`src/rtl/mlaccel_memarb.sv`:
```
// mlaccel_memarb: burst arbiter for the mlaccel main memory (64K x 16-bit).
// Two requesters (host DMA, compute sequencer) share one memory port. Whole
// bursts are granted non-preemptively. One beat is issued per cycle. Read data
// returns through an RD_LAT-deep (valid, owner) tag pipeline.
// Optional build macro: MLACCEL_MEMARB_HOSTPRIO_EN. When it is defined, the
// host wins every tie. Otherwise ties alternate round-robin on the last owner.
module mlaccel_memarb #(
  parameter int ADDR_W = 16,
  parameter int DATA_W = 16,
  parameter int RD_LAT = 2
) (
  input  logic              clock,
  input  logic              resetn,
  input  logic              h_req,
  input  logic              h_we,
  input  logic [ADDR_W-1:0] h_addr,
  input  logic [7:0]        h_len,
  input  logic [DATA_W-1:0] h_wdata,
  output logic              h_wready,
  output logic [DATA_W-1:0] h_rdata,
  output logic              h_rvalid,
  output logic              h_done,
  input  logic              c_req,
  input  logic              c_we,
  input  logic [ADDR_W-1:0] c_addr,
  input  logic [7:0]        c_len,
  input  logic [DATA_W-1:0] c_wdata,
  output logic              c_wready,
  output logic [DATA_W-1:0] c_rdata,
  output logic              c_rvalid,
  output logic              c_done,
  output logic              mem_en,
  output logic              mem_we,
  output logic [ADDR_W-1:0] mem_addr,
  output logic [DATA_W-1:0] mem_wdata,
  input  logic [DATA_W-1:0] mem_rdata,
  output logic [1:0]        owner
);

  typedef enum logic [1:0] {
    S_IDLE  = 2'd0,
    S_BURST = 2'd1,
    S_DRAIN = 2'd2,
    S_DONE  = 2'd3
  } state_t;

  localparam logic [ADDR_W-1:0] ADDR_ONE = {{(ADDR_W-1){1'b0}}, 1'b1};

  // A length field of 0 encodes a full 256-beat burst.
  function automatic logic [8:0] len_beats(input logic [7:0] len);
    len_beats = (len == 8'd0) ? 9'd256 : {1'b0, len};
  endfunction

  state_t              r_state;
  logic [1:0]          r_owner;     // 01 host, 10 compute, 00 idle
  logic                r_last_c;    // last completed burst belonged to compute
  logic                r_we;
  logic [ADDR_W-1:0]   r_addr;
  logic [8:0]          r_left;      // beats still to issue in this burst
  logic [RD_LAT-1:0]   r_rtag_vld_p;
  logic [RD_LAT-1:0]   r_rtag_own_p; // 1 = read beat belongs to compute

  logic                w_pick_c;
  logic                w_burst;
  logic                w_beat_rd;
  logic                w_top_vld;
  logic                w_top_own;
  logic [RD_LAT-1:0]   w_rd_rest;
  logic [ADDR_W-1:0]   w_addr;
  logic [7:0]          w_len;
  logic                w_we;

`ifdef MLACCEL_MEMARB_HOSTPRIO_EN
  assign w_pick_c = c_req & ~h_req;
`else
  assign w_pick_c = c_req & (~h_req | ~r_last_c);
`endif

  assign w_addr    = w_pick_c ? c_addr : h_addr;
  assign w_len     = w_pick_c ? c_len  : h_len;
  assign w_we      = w_pick_c ? c_we   : h_we;

  assign w_burst   = (r_state == S_BURST);
  assign w_beat_rd = w_burst & ~r_we;
  assign w_top_vld = r_rtag_vld_p[RD_LAT-1];
  assign w_top_own = r_rtag_own_p[RD_LAT-1];
  // Tags still in flight behind the one that is emerging this cycle.
  assign w_rd_rest = r_rtag_vld_p << 1;

  // Control FSM: grant, run the burst, drain reads, pulse done.
  always_ff @(posedge clock or negedge resetn) begin
    if (!resetn) begin
      r_state  <= S_IDLE;
      r_owner  <= 2'b00;
      r_last_c <= 1'b1;
    end else begin
      case (r_state)
        S_IDLE: begin
          if (h_req | c_req) begin
            r_state <= S_BURST;
            r_owner <= w_pick_c ? 2'b10 : 2'b01;
          end
        end
        S_BURST: begin
          if (r_left == 9'd1) r_state <= r_we ? S_DONE : S_DRAIN;
        end
        S_DRAIN: begin
          if (w_top_vld && !(|w_rd_rest)) r_state <= S_DONE;
        end
        S_DONE: begin
          r_state  <= S_IDLE;
          r_last_c <= r_owner[1];
          r_owner  <= 2'b00;
        end
        default: r_state <= S_IDLE;
      endcase
    end
  end

  // Burst address, length and direction latched at grant, stepped per beat.
  always_ff @(posedge clock) begin
    if (r_state == S_IDLE) begin
      r_addr <= w_addr;
      r_left <= len_beats(w_len);
      r_we   <= w_we;
    end else if (w_burst) begin
      r_addr <= r_addr + ADDR_ONE;
      r_left <= r_left - 9'd1;
    end
  end

  // Read tag pipeline: each issued read beat emerges RD_LAT cycles later.
  always_ff @(posedge clock or negedge resetn) begin
    if (!resetn) begin
      r_rtag_vld_p <= '0;
      r_rtag_own_p <= '0;
    end else begin
      for (int i = RD_LAT - 1; i > 0; i--) begin
        r_rtag_vld_p[i] <= r_rtag_vld_p[i-1];
        r_rtag_own_p[i] <= r_rtag_own_p[i-1];
      end
      r_rtag_vld_p[0] <= w_beat_rd;
      r_rtag_own_p[0] <= r_owner[1];
    end
  end

  assign mem_en    = w_burst;
  assign mem_we    = w_burst & r_we;
  assign mem_addr  = w_burst ? r_addr : '0;
  assign mem_wdata = (w_burst & r_we) ? (r_owner[1] ? c_wdata : h_wdata) : '0;

  assign h_wready  = w_burst & r_we & r_owner[0];
  assign c_wready  = w_burst & r_we & r_owner[1];
  assign h_rvalid  = w_top_vld & ~w_top_own;
  assign c_rvalid  = w_top_vld & w_top_own;
  assign h_rdata   = h_rvalid ? mem_rdata : '0;
  assign c_rdata   = c_rvalid ? mem_rdata : '0;
  assign h_done    = (r_state == S_DONE) & r_owner[0];
  assign c_done    = (r_state == S_DONE) & r_owner[1];
  assign owner     = r_owner;

endmodule

```
`config.mk`:
```
export PLATFORM = sky130hd
export DESIGN_NAME = mlaccel_memarb
export DESIGN_NICKNAME = d
export VERILOG_FILES = /design/src/rtl/mlaccel_memarb.sv
export SDC_FILE = /design/constraint.sdc
export NUM_CORES = 1
export LEC_CHECK = 0
export CAP_MARGIN = 10
export CORE_MARGIN = 1
export CORE_UTILIZATION = 60
export DETAILED_ROUTE_END_ITERATION = 8
export DONT_BUFFER_PORTS = 1
export GPL_TIMING_DRIVEN = 0
export PLACE_DENSITY = 0.78
export SLEW_MARGIN = 10
export SYNTH_ARGS = -nofsm -noshare
export SYNTH_HDL_FRONTEND = slang
export SYNTH_SLANG_ARGS = --single-unit
```
`constraint.sdc`:
```
create_clock -name clock -period 4.1 [get_ports clock]
set_input_delay 0.205 -clock clock [delete_from_list [all_inputs] [get_ports clock]]
set_output_delay 0.205 -clock clock [all_outputs]
set_load 0.005 [all_outputs]
```
==> flow_metrics.env, run 1 <==
export IMPL_wl_per_cell_um=18.8
export IMPL_seqCellArea_mm2=0.00101
export IMPL_grt_setup_unrepaired="false"
export IMPL_cts_root_buffer="clkbuf_8"
export IMPL_cts_tree="built"
export IMPL_clk_path_buf_depth=2
export IMPL_initial_core_util=0.638
export IMPL_endpoint_kind="flop"
export IMPL_core_area_mm2=0.00447
export IMPL_htreeDepth=2
export IMPL_period_share=0.535
export IMPL_ys_types=43
export IMPL_arrival_ps=2120
export IMPL_slew_viol_final=0
export IMPL_overflow=0
export IMPL_synthFlopType="edfxtp_1"
export IMPL_drtIter0Drc=178
export IMPL_grt_max_degree=26
export IMPL_yosysWarnings=0
export IMPL_path_max_fanout=25
export IMPL_cts_buffers=5
export IMPL_syn_inst=294
export IMPL_die_area_mm2=0.00503
export IMPL_grt_pass1_vias=2076
export IMPL_postRouteAntennaNets=0
export IMPL_synth_top_cell_area_share=0.274
export IMPL_finalSetupViolations=0
export IMPL_start_kind="flop"
export IMPL_pre_cts_slack_ps=1890
export IMPL_wl_met2_mm=3.52
export IMPL_cp_required_ps=4030
export IMPL_status="finished with violations"
export IMPL_min_period_ps=2190
export IMPL_yosysTopAreaCell="edfxtp_1"
export IMPL_multi_input_area_mm2=0.00174
export IMPL_tightestPinTransition_ps=616
export IMPL_layout_nets=411
export IMPL_io_buffers=0
export IMPL_ys_top_cells_by_count="mux2i_1, and2_1, edfxtp_1"
export IMPL_setup_ws_ps=1910
export IMPL_hold_viol=0
export IMPL_fill_cells=357
export IMPL_grt_usage=0.259
export IMPL_place_gp_congestion=0.814
export IMPL_diodes=0
export IMPL_max_slew_margin=0.590
export IMPL_clock_fmax_mhz=456
export IMPL_synth_nets=403
export IMPL_row_count=24
export IMPL_highest_layer="met4"
export IMPL_synth_area_mm2=0.00285
export IMPL_drc=13
export IMPL_drv_cap=0
export IMPL_detailed_place_hpwl_mm=5.06
export IMPL_antenna_found_initial=0
export IMPL_area_growth_syn_to_layout_pct=5.48
export IMPL_ir_drop_uv=214
export IMPL_synth_most_common_cell="mux2i_1"
export IMPL_wl_met3_um=480
export IMPL_reg2reg_slack_ps=1910
export IMPL_p_leak_uw=0.00119
export IMPL_clkSinkCount=35
export IMPL_first_pass_iters=7
export IMPL_path_clk_slew_ps=70
export IMPL_path_class="reg2reg"
export IMPL_synth_edff_count=26
export IMPL_drive_gt1_frac=0.0858
export IMPL_clk_latency_ps=290
export IMPL_fin_skew_ps=7.81
export IMPL_hold_path_class="in2reg"
export IMPL_synthTopCellsByArea="edfxtp_1, mux2i_1, and2_1, dfrtp_1, and3_1"
export IMPL_wl_met1_mm=2.62
export IMPL_power_uw=670
export IMPL_avgViaCountPerCell=6.26
export IMPL_seq_area_frac_synth=0.353
export IMPL_vias=2222
export IMPL_avgSynthCellArea_um2=9.70
export IMPL_die_w_um=71.0
export IMPL_grt_pass1_wl_mm=10.0
export IMPL_dieHeight_um=71.0
export IMPL_ios=176
export IMPL_ys_ff_latch=35
export IMPL_violations="DRC"
export IMPL_synthArstFlopShare=0.257
export IMPL_tns_ps=0
export IMPL_pwr_density_cell_mw_per_mm2=223
export IMPL_wl_mm=6.68
power by group:
| part | switching (uW) | leakage, uW | internal, uW |
|---|---|---|---|
| combinational | 22.0 | 0.000764 | 21.6 |
| sequential | 0 | 0.000387 | 377 |
| clock | 130 | 0.0000422 | 119 |
| total | 152 | 0.00119 | 517 |
worst paths after layout:
path	startpoint	end	cells after the start
max in group asynchronous	resetn	r_last_c	1
min reg2reg	r_rtag_own_p[0]	r_rtag_own_p[1]	0
min in group asynchronous	resetn	owner[0]	1
max	r_state[0]	r_addr[15]	5
min	h_we	r_we	1
max reg2reg	r_state[0]	r_addr[15]	5
per-layer routing:
layer / vias up / GRT usage
li1: 1063 / -
met1: 1029 / 0.308
met2: 124 / 0.479
met3: 6 / 0.0484
met4: 0 / 0.0711
met5: - / 0
flip-flops by register name, indices dropped and copies added (netlist names):
name / cells
r_rtag_vld_p: 2
r_last_c: 1
r_we: 1
r_left: 9
r_rtag_own_p: 2
r_addr: 16
r_state: 2
owner: 2
final cells by class:
type                       count  area share
buffer                        17      0.0249
tap                           52      0.0216
inverter                       8     0.00998
clock buffer                   7      0.0254
clock inverter                 1     0.00166
sequential                    35       0.335
timing repair buffer           1     0.00333
multi-input combinational    234       0.578
what timing repair did:
action                                  in CTS  in global routing
resized for setup                            0                  0
endpoints found under the setup margin       0                  0
hold buffers                                 1                  0
buffers inserted                             0                  0
hold endpoints to repair                     9                  0
cell usage in the layout (no fill, tap or decap), drive strengths merged:
master,n
o311a,1
clkinv,2
nor3,3
ha,7
nand4,7
o21ai,6
clkbuf,18
a41oi,1
o2bb2a,1
a22oi,1
a21oi,7
a31o,1
mux2,3
or4,3
nand2b,2
nor2,23
edfxtp,26
a21boi,1
and2,37
nand3,8
dlygate4sd3,1
buf,6
nand2,13
and4,2
xnor2,10
inv,7
dfrtp,8
dfstp,1
and3,18
a21o,1
or4b,1
or2,1
nor4,7
nor2b,2
xor2,11
mux2i,56
logic make-up (layout without fill, tap and decap cells):
group / Yosys count / count (layout) / synth area share
buffers and inverters: 25 / 34 / 0.0368
xor gates and xnor gates: 21 / 21 / 0.0645
AOI/OAI and AO/OA: 20 / 20 / 0.0504
muxes: 59 / 59 / 0.210
and+or+nand+nor: 127 / 127 / 0.255
DFF: 35 / 35 / 0.353
adders and majority gates: 7 / 7 / 0.0307
stage by stage:
stage	util	instances	cell area, um^2	hold WS (ps)
5_1_grt	0.673	355	3010	148
6_report	0.673	355	3010	158
3_5_place_dp	0.652	346	2920	-90.4
2_1_floorplan	-	294	2850	-90.6
3_3_place_gp	0.652	346	2920	-90.3
4_1_cts	0.673	355	3010	152
worst max-delay path: stages, from the launching register on:
cell and delay, ps:
dfrtp_1 430, inv_1 130, ha_1 180, clkbuf_1 200
buf_2 310, or2_2 570
Power figures use the tool's default switching activity.
==> run 2: changes to the inputs <==
- ABC_AREA: not set -> 1
- clock period: 4.1 -> 2.3 ns (I/O delays scaled with it)
==> flow_metrics.env, run 2 <==
export IMPL_status="finished clean"
export IMPL_clock_fmax_mhz=481
export IMPL_detailed_place_hpwl_mm=6.39
export IMPL_critical_path_buf_inv_count=4
export IMPL_clk_latency_ps=290
export IMPL_path_cells="inv_1, ha_1, buf_2, nand2_1, buf_2, buf_2, a21oi_1"
export IMPL_synth_top_cell_area_share=0.260
export IMPL_synth_top_family_by_area="simple AND/OR/NAND/NOR gates"
export IMPL_initial_core_util=0.628
export IMPL_crit_start="r_state[1]"
export IMPL_cts_buffers=5
export IMPL_first_pass_iters=4
export IMPL_ys_top_cells_by_count="nand2_1, nor2_1, inv_1"
export IMPL_diodes=0
export IMPL_avgViaCountPerCell=5.54
export IMPL_antenna_found_initial=0
export IMPL_synth_nets=578
export IMPL_max_slew_margin=0.597
export IMPL_start_kind="flop"
export IMPL_synthTopCellsByArea="edfxtp_1, nand2_1, nor2_1, inv_1, dfrtp_1"
export IMPL_hold_depth=2
export IMPL_ys_types=36
export IMPL_row_count=25
export IMPL_postRouteAntennaNets=0
export IMPL_ys_ff_latch=35
export IMPL_slowest_stage="dfrtp_1"
export IMPL_finalSetupViolations=0
export IMPL_htreeDepth=2
export IMPL_pwr_density_cell_mw_per_mm2=1340
export IMPL_die_area_mm2=0.00530
export IMPL_final_cell_mix="nand2_1, nor2_1, inv_1"
export IMPL_min_to="r_addr[14]"
export IMPL_slew_viol_final=0
export IMPL_synth_area_mux_share=0
export IMPL_synth_edff_count=26
export IMPL_synthFlopType="edfxtp_1"
export IMPL_grt_max_degree=26
export IMPL_wl_per_cell_um=15.0
export IMPL_area_growth_syn_to_layout_pct=6.53
export IMPL_cp_required_ps=2180
export IMPL_crit_path_frequent_cell="buf_2"
export IMPL_min_delay_start="h_addr[14]"
export IMPL_vias=3020
export IMPL_syn_inst=469
export IMPL_dieHeight_um=72.8
export IMPL_synthAdderAreaFrac=0.0291
export IMPL_reg2reg_slack_ps=400
export IMPL_min_period_ps=2080
export IMPL_yosysTopAreaCell="edfxtp_1"
export IMPL_crit_reg2reg_launch="r_state[1]"
export IMPL_path_max_fanout=10
export IMPL_period_share=0.904
export IMPL_endpoint_kind="output pin"
export IMPL_reg_top3="r_addr: 16 flops, r_left: 9 flops"
export IMPL_wl_mm=8.15
export IMPL_synth_area_mm2=0.00301
export IMPL_arrival_ps=1960
export IMPL_drive_gt1_frac=0.0837
export IMPL_drc=0
export IMPL_crit_family="buffers and inverters"
export IMPL_hold_path_class="in2reg"
export IMPL_grt_pass1_vias=2548
export IMPL_mostFrequentLayoutCell="nand2_1"
export IMPL_regMostFlops="r_addr"
export IMPL_largest_reg_flops=16
export IMPL_tns_ps=0
export IMPL_synth_xor_xnor_area_share=0.0146
export IMPL_fin_skew_ps=11.2
export IMPL_place_gp_congestion=0.935
export IMPL_drv_cap=0
export IMPL_tightestPinTransition_ps=603
export IMPL_yosys_area_share_simple=0.351
export IMPL_ios=176
export IMPL_cpPeakStageDelay_ps=430
export IMPL_reg2reg_depth=5
export IMPL_clkSinkCount=35
export IMPL_grt_setup_unrepaired="false"
export IMPL_seq_area_frac_synth=0.335
export IMPL_layout_cells_non_filler=545
export IMPL_core_area_mm2=0.00479
export IMPL_layout_nets=586
export IMPL_place_inst=536
export IMPL_yosysWarnings=0
export IMPL_cts_root_buffer="clkbuf_8"
export IMPL_synthArstFlopShare=0.257
export IMPL_grt_usage=0.299
export IMPL_synth_most_common_cell="nand2_1"
export IMPL_p_leak_uw=0.00164
export IMPL_hold_viol=0
export IMPL_io_buffers=0
export IMPL_cts_tree="built"
export IMPL_synth_compound_area_frac=0.136
export IMPL_path_class="reg2out"
export IMPL_clk_path_buf_depth=2
export IMPL_grt_pass1_wl_mm=11.8
export IMPL_drtIter0Drc=194
export IMPL_fill_cells=445
export IMPL_avgSynthCellArea_um2=6.41
export IMPL_die_w_um=72.8
export IMPL_reg2reg_to="r_addr[3]"
export IMPL_overflow=0
export IMPL_path_clk_slew_ps=80
export IMPL_ir_drop_uv=606
==> run 2: cell types whose count changed after synthesis, sizes merged, moves of 16 or more <==
cell   change
nor2      +56
and3      -18
inv       +68
nand2    +120
nand3     +16
a21oi     +21
mux2i     -56
and2      -37
o21ai     +31
==> run 2: per-stage QoR <==
step                      hold slack [ps]  power, uW  setup WS (ps)  area (um^2)  utilization
after CTS                            25.2       4280           27.7         3200        0.669
after global routing                 30.3       4650            105         3200        0.670
after detailed placement             -180       3760           33.0         3090        0.646
final                                27.7       4290            221         3200        0.670
after global placement               -180       3680            108         3090        0.646
after floorplan                      -181       3190            440         3010            -
==> run 2: area by class of cell <==
class | count | area [um^2] | share of cell area
repair buffers | 1 | 10.0 | 0.00312
plain buffers | 19 | 113 | 0.0351
well taps | 67 | 83.8 | 0.0262
flip-flops and latches | 35 | 1010 | 0.314
inverters | 77 | 293 | 0.0914
clock buffers | 8 | 100 | 0.0312
multi-input cells | 338 | 1600 | 0.499
==> run 2: worst max-delay path by stage <==
stage	end	depth (start not counted)	slack, ps
2_1_floorplan	r_addr[0]	5	440
3_3_place_gp	r_addr[12]	5	110
3_5_place_dp	r_addr[13]	5	30
4_1_cts	r_addr[3]	5	30
5_1_grt	mem_wdata[14]	7	100
6_report	mem_wdata[8]	7	220
==> run 2: report_power, final <==
part / switching [uW] / internal (uW)
Combinational: 1520 / 712
Clock: 230 / 274
Sequential: 333 / 1220
Total: 2090 / 2200
==> run 2: per-layer routing <==
metal  GRT usage  up-vias  wire (um)
met5           0        -          0
met4       0.126        0        282
met3      0.0704       22        686
met2       0.468      162       3690
met1       0.397     1345       3490
li1            -     1491          -
==> run 2: what timing repair did <==
item                                   4_1_cts  5_1_grt
hold buffers                                 1        0
setup endpoints to repair                    0       25
endpoints found under the hold margin        9        0
gates resized for setup                      0        1
buffers inserted                             0        0
==> run 2: logic make-up (layout without fill, tap and decap cells) <==
| group | after synthesis | after routing |
|---|---|---|
| adders and majority gates | 7 | 7 |
| AOI/OAI and AO/OA | 77 | 77 |
| xor gates and xnor gates | 5 | 5 |
| and+or+nand+nor | 249 | 249 |
| DFF | 35 | 35 |
| buffers and inverters | 96 | 105 |
